$ cat src/rtl/memory_arbiter_if.sv
// rtl/memory_arbiter_if.sv - core request ports and shared RAM port bundle for memory_arbiter
interface memory_arbiter_if #(
    parameter int CPUS   = 2,
    parameter int ADDR_W = 32
);
    logic [CPUS-1:0]             iREN;
    logic [CPUS-1:0]             dREN;
    logic [CPUS-1:0]             dWEN;
    logic [CPUS-1:0][ADDR_W-1:0] iaddr;
    logic [CPUS-1:0][ADDR_W-1:0] daddr;
    logic [CPUS-1:0][ADDR_W-1:0] dstore;
    logic [1:0]                  ramstate;
    logic [ADDR_W-1:0]           ramload;
    logic [CPUS-1:0]             iwait;
    logic [CPUS-1:0]             dwait;
    logic [CPUS-1:0][ADDR_W-1:0] iload;
    logic [CPUS-1:0][ADDR_W-1:0] dload;
    logic [ADDR_W-1:0]           ramaddr;
    logic [ADDR_W-1:0]           ramstore;
    logic                        ramREN;
    logic                        ramWEN;

    modport slave (
        input  iREN, dREN, dWEN, iaddr, daddr, dstore, ramstate, ramload,
        output iwait, dwait, iload, dload, ramaddr, ramstore, ramREN, ramWEN
    );

    modport master (
        output iREN, dREN, dWEN, iaddr, daddr, dstore, ramstate, ramload,
        input  iwait, dwait, iload, dload, ramaddr, ramstore, ramREN, ramWEN
    );
endinterface

$ cat src/rtl/memory_arbiter.sv
// rtl/memory_arbiter.sv - two-core RAM arbiter, round-robin grant FSM; MEMARB_STATS_EN adds grants_cnt
module memory_arbiter #(
    parameter int CPUS   = 2,
    parameter int ADDR_W = 32
) (
    input  logic                  CLK,
    input  logic                  nRST,
`ifdef MEMARB_STATS_EN
    output logic [CPUS-1:0][15:0] grants_cnt,
`endif
    memory_arbiter_if.slave       bus
);
    localparam logic [1:0] RAM_ACCESS = 2'b10;

    typedef enum logic {ST_IDLE, ST_GRANT} state_t;
    typedef enum logic {KIND_INSTR, KIND_DATA} kind_t;

    state_t state_q, state_d;
    kind_t  grant_kind_q, grant_kind_d;
    logic   grant_core_q, grant_core_d;
    logic   last_core_q, last_core_d;
    logic   pick_core;

    logic [CPUS-1:0] data_req;
    logic [CPUS-1:0] any_req;
    logic            withdrawn;

    assign data_req = bus.dREN | bus.dWEN;
    assign any_req  = data_req | bus.iREN;

    // The granted core dropped the enable of the kind it was granted for
    assign withdrawn = (grant_kind_q == KIND_DATA) ? ~data_req[grant_core_q]
                                                   : ~bus.iREN[grant_core_q];

    assign bus.iload = {CPUS{bus.ramload}};
    assign bus.dload = {CPUS{bus.ramload}};

    // Arbitrate in IDLE, drive the RAM port from the registered grant in GRANT
    always_comb begin
        state_d      = state_q;
        grant_core_d = grant_core_q;
        grant_kind_d = grant_kind_q;
        last_core_d  = last_core_q;
        pick_core    = 1'b0;
        bus.ramaddr  = '0;
        bus.ramstore = '0;
        bus.ramREN   = 1'b0;
        bus.ramWEN   = 1'b0;
        bus.iwait    = '1;
        bus.dwait    = '1;
        case (state_q)
            ST_IDLE: begin
                if (|any_req) begin
                    if (&any_req) begin
                        pick_core = ~last_core_q;
                    end else begin
                        pick_core = any_req[1];
                    end
                    grant_core_d = pick_core;
                    grant_kind_d = data_req[pick_core] ? KIND_DATA : KIND_INSTR;
                    state_d      = ST_GRANT;
                end
            end
            ST_GRANT: begin
                if (grant_kind_q == KIND_DATA) begin
                    bus.ramaddr  = bus.daddr[grant_core_q];
                    bus.ramstore = bus.dstore[grant_core_q];
                    bus.ramWEN   = bus.dWEN[grant_core_q];
                    bus.ramREN   = bus.dREN[grant_core_q] & ~bus.dWEN[grant_core_q];
                end else begin
                    bus.ramaddr  = bus.iaddr[grant_core_q];
                    bus.ramREN   = ~withdrawn;
                end
                if (withdrawn) begin
                    state_d = ST_IDLE;
                end else if (bus.ramstate == RAM_ACCESS) begin
                    if (grant_kind_q == KIND_DATA) begin
                        bus.dwait[grant_core_q] = 1'b0;
                    end else begin
                        bus.iwait[grant_core_q] = 1'b0;
                    end
                    state_d     = ST_IDLE;
                    last_core_d = grant_core_q;
                end
            end
            default: state_d = ST_IDLE;
        endcase
    end

    // State and grant registers; last_core resets to 1 so core 0 wins the first tie
    always_ff @(posedge CLK) begin
        if (!nRST) begin
            state_q      <= ST_IDLE;
            grant_core_q <= 1'b0;
            grant_kind_q <= KIND_INSTR;
            last_core_q  <= 1'b1;
        end else begin
            state_q      <= state_d;
            grant_core_q <= grant_core_d;
            grant_kind_q <= grant_kind_d;
            last_core_q  <= last_core_d;
        end
    end

`ifdef MEMARB_STATS_EN
    logic                  xfer_done;
    logic [CPUS-1:0][15:0] grants_cnt_q, grants_cnt_d;

    assign xfer_done  = (state_q == ST_GRANT) && !withdrawn && (bus.ramstate == RAM_ACCESS);
    assign grants_cnt = grants_cnt_q;

    // Count completed transfers per core, wrapping at 16 bits
    always_comb begin
        grants_cnt_d = grants_cnt_q;
        if (xfer_done) begin
            grants_cnt_d[grant_core_q] = grants_cnt_q[grant_core_q] + 16'd1;
        end
    end

    // Completion counter registers
    always_ff @(posedge CLK) begin
        if (!nRST) begin
            grants_cnt_q <= '0;
        end else begin
            grants_cnt_q <= grants_cnt_d;
        end
    end
`endif
endmodule

$ cat src/flat_wrapper.sv
// flat-port wrapper written by rule: the top's interface ports become plain ports
module memory_arbiter_flat 
#(
    parameter int CPUS   = 2,
    parameter int ADDR_W = 32
)
  (CLK, nRST, bus_iREN, bus_dREN, bus_dWEN, bus_iaddr, bus_daddr, bus_dstore, bus_ramstate, bus_ramload, bus_iwait, bus_dwait, bus_iload, bus_dload, bus_ramaddr, bus_ramstore, bus_ramREN, bus_ramWEN);
  memory_arbiter_if #(.CPUS(CPUS), .ADDR_W(ADDR_W)) bus_i ();
  input  logic CLK;
  input  logic nRST;
  input wire logic [$bits(bus_i.iREN)-1:0] bus_iREN;
  input wire logic [$bits(bus_i.dREN)-1:0] bus_dREN;
  input wire logic [$bits(bus_i.dWEN)-1:0] bus_dWEN;
  input wire logic [$bits(bus_i.iaddr)-1:0] bus_iaddr;
  input wire logic [$bits(bus_i.daddr)-1:0] bus_daddr;
  input wire logic [$bits(bus_i.dstore)-1:0] bus_dstore;
  input wire logic [$bits(bus_i.ramstate)-1:0] bus_ramstate;
  input wire logic [$bits(bus_i.ramload)-1:0] bus_ramload;
  output wire logic [$bits(bus_i.iwait)-1:0] bus_iwait;
  output wire logic [$bits(bus_i.dwait)-1:0] bus_dwait;
  output wire logic [$bits(bus_i.iload)-1:0] bus_iload;
  output wire logic [$bits(bus_i.dload)-1:0] bus_dload;
  output wire logic [$bits(bus_i.ramaddr)-1:0] bus_ramaddr;
  output wire logic [$bits(bus_i.ramstore)-1:0] bus_ramstore;
  output wire logic [$bits(bus_i.ramREN)-1:0] bus_ramREN;
  output wire logic [$bits(bus_i.ramWEN)-1:0] bus_ramWEN;
  assign bus_i.iREN = bus_iREN;
  assign bus_i.dREN = bus_dREN;
  assign bus_i.dWEN = bus_dWEN;
  assign bus_i.iaddr = bus_iaddr;
  assign bus_i.daddr = bus_daddr;
  assign bus_i.dstore = bus_dstore;
  assign bus_i.ramstate = bus_ramstate;
  assign bus_i.ramload = bus_ramload;
  assign bus_iwait = bus_i.iwait;
  assign bus_dwait = bus_i.dwait;
  assign bus_iload = bus_i.iload;
  assign bus_dload = bus_i.dload;
  assign bus_ramaddr = bus_i.ramaddr;
  assign bus_ramstore = bus_i.ramstore;
  assign bus_ramREN = bus_i.ramREN;
  assign bus_ramWEN = bus_i.ramWEN;
  memory_arbiter #(.CPUS(CPUS), .ADDR_W(ADDR_W)) u_core (.CLK(CLK), .nRST(nRST), .bus(bus_i));
endmodule
$ cat config.mk
export PLATFORM = sky130hd
export DESIGN_NAME = memory_arbiter_flat
export DESIGN_NICKNAME = d
export VERILOG_FILES = /design/src/rtl/memory_arbiter_if.sv /design/src/rtl/memory_arbiter.sv /design/src/flat_wrapper.sv
export SDC_FILE = /design/constraint.sdc
export NUM_CORES = 1
export LEC_CHECK = 0
export CAP_MARGIN = 20
export CELL_PAD_IN_SITES_DETAIL_PLACEMENT = 1
export CELL_PAD_IN_SITES_GLOBAL_PLACEMENT = 1
export CORE_AREA = 2 2 170 172
export CTS_CLUSTER_SIZE = 28
export DETAILED_ROUTE_END_ITERATION = 6
export DIE_AREA = 0 0 172 174
export PLACE_DENSITY = 0.71
export SKIP_CTS_REPAIR_TIMING = 1
export SLEW_MARGIN = 20
export SYNTH_ARGS = -nofsm -noshare
export SYNTH_HDL_FRONTEND = slang
export SYNTH_SLANG_ARGS = --single-unit
$ cat constraint.sdc
create_clock -name CLK -period 1.7 [get_ports CLK]
set_input_delay 0.34 -clock CLK [delete_from_list [all_inputs] [get_ports CLK]]
set_output_delay 0.34 -clock CLK [all_outputs]
set_load 0.02 [all_outputs]
==> flow_summary.toml <==
[power_and_ir_drop]
ir_drop_v = 0.000197
power.total_mw = 2.27
powerDensity_nw_per_um2 = 411
power_leakage_nw = 2.05

[timing]
setup_ws_ns = -0.334
clock.fmax_mhz = 492
finalMaxSlewViolations = 0
tightestPinTransition_ns = 0.361
finalSetupTns_ns = -15.81
rsz0062_at_grt = "true"
hold_violations = 0
post-route-period-util_pct = 120
slew_headroom_pct = 76.0
finalCriticalPeriod_ns = 2.03
setup_viol = 70
finClkSkew_ns = 0.00614

[floorplanning]
start_util_pct = 9.84
die_height_um = 174
core_area_sq_um = 28200
rows = 62
dieArea_sq_um = 29900
die_x_um = 172
io_pins = 432

[yosys]
yosysWarnings = 0
ys_seq_area_share_pct = 2.88
synth_area_per_cell_sq_um = 8.60
synth-edff-count = 0
yosys-top-cells-area = "buf_4, mux4_2, mux2i_1, and2_1, nor2_1"
yosysTopAreaCellShare_pct = 35.4
async_flop_share_pct = 0
synth_top_cell_by_area = "buf_4"
synth_fp_nets = 557
ys_types = 27
synthTopCellsByCount = "buf_4, nor2_1, mux2i_1"
syn_area_sq_um = 2780
synthCells = 323
synth_most_common_cell = "buf_4"
synthFlopType = "dfxtp_1"
ys_ff_latch = 4

[critical_path]
cpPeakStageDelay_ns = 0.52
cp-start-kind = "register"
worst-endpoint-required_ns = 1.36
crit_chain = "buf_12, buf_12, mux4_2, and2_4, buf_6"
cp_top_family = "multiplexers"
worst_ep_arrival_time_ns = 1.69
crit_fanout = 8
critPathSlowestCell = "mux4_2"
cpMostUsedCell = "buf_12"
crit_cells = 5
crit_start = "u_core.grant_core_q"
crit_type = "register to output port"
rr_worst_depth = 8
worstSetupEndpointType = "output port"
r2r_start = "u_core.grant_core_q"
critPathBufInv = 3

[grt]
grt_util_met1_pct = 7.34
grt_max_degree = 31
busiest_layer = "met2"
grtUsageMet3_pct = 2.85
grt_pass1_wl_um = 17900
grt_pass1_vias = 3215
overflow = 0
grt_use_total_pct = 7.89
antenna_found_initial = 1
grtUsageMet2_pct = 15.4

[clocking]
clockBufferDepth = 2
clk_pin_slew_ns = 0.03
cts_sinks = 4
clk-insertion-delay-late_ns = 0.23
tritoncts = "yes"
cts.htree.levels = 1
root_buffer = "clkbuf_16"
cts_buffers = 3

[placed_design]
io_buffers = 271
gp_congestion = 0.672
hpwl_um = 11100

[cells_and_area]
n_fill_cell = 3305
drive_above_1_share_pct = 38.8
area_delta_synth_final_pct = 99.4
nets = 725
n_antenna_cell = 0

[min_path]
min_path_cells = 2
min_from = "u_core.last_core_q"
hold_path.class = "register to register"

[route]
routedWlPerCell_um = 15.5
drtAntennaViolNets = 0
drt_iter0_drc = 65
via_per_inst = 3.36
vias = 2933
wirelength_um = 13500
drt-pass1-iter-count = 4
drc = 0

[status]
status = "complete, but fails checks"
violations = "negative setup slack"

[flow_run]
cap_violations = 0
[cell type report]
| cell class | count | area (sq um) | share of cell area [%] |
|---|---|---|---|
| repair buffers | 311 | 3120 | 56.3 |
| flip-flops and latches | 4 | 87.6 | 1.58 |
| well taps | 384 | 480 | 8.68 |
| multi-input cells | 169 | 1760 | 31.8 |
| inverters | 2 | 7.51 | 0.136 |
| clock buffers | 4 | 78.8 | 1.42 |
[cell families (layout without fill, tap and decap cells)]
kind of cell    count (synthesis)  after routing  share of synthesized area [%]
flops                           4              4                           2.88
simple gates                   89             89                           15.9
compound gates                 14             14                           3.15
buf+inv                       150            317                           39.7
mux                            66             66                           38.4
[tightest hold or removal path: stages, from the launching register on]
cell	delay, ns
dfxtp_1	0.33
o31ai_2	0.06
o311ai_1	0.09
[placed cells by master, fill, tap and decap left out, drive strengths merged]
master         instances
inv                    2
nand2                  7
mux4                  32
nor3                   6
and2                  32
o21a                   1
nor2                  38
clkbuf                13
nand4b                 1
a21oi                  3
o211ai                 1
o31ai                  2
a31oi                  1
nand2b                 3
dfxtp                  4
clkdlybuf4s50        201
mux2i                 33
a21boi                 1
buf                  101
o311ai                 1
mux2                   1
o21ai                  4
nor3b                  2
[path summary, 6_finish.rpt]
path,end,slack (ns)
worst max-delay path,bus_ramaddr[15],-0.33
worst min-delay path,u_core.last_core_q,0.54
worst max register to register,u_core.last_core_q,0.07
worst min register to register,u_core.last_core_q,0.54
[per-stage QoR]
stage	utilization, %	setup slack [ns]	hold slack (ns)	cells	instance area [sq um]
3_3_place_gp	18.3	-0.786	0.534	856	5170
4_1_cts	18.6	-0.825	0.571	860	5250
6_report	19.6	-0.334	0.543	874	5540
3_5_place_dp	18.3	-0.813	0.563	856	5170
5_1_grt	19.6	-0.387	0.592	874	5540
2_1_floorplan	-	0.0113	0.431	323	2800
[power by group]
| group | switching (mW) | internal (mW) |
|---|---|---|
| sequential | 0.0176 | 0.104 |
| clock | 0.0773 | 0.311 |
| combinational | 0.670 | 1.10 |
[per-layer routing]
metal / part of all wire, % / up-vias / wire length, um
met1: 32 / 1340 / 4260
met4: 2.4 / 0 / 325
met5: 0 / - / 0
met2: 53 / 233 / 7170
met3: 13 / 37 / 1770
li1: - / 1323 / -
[sequential cells by signal, summed over array words and instances, names as in the netlist]
name,count
u_core.grant_core_q,1
u_core.grant_kind_q,1
u_core.last_core_q,1
u_core.state_q,1
(Power assumes the default switching activity.)
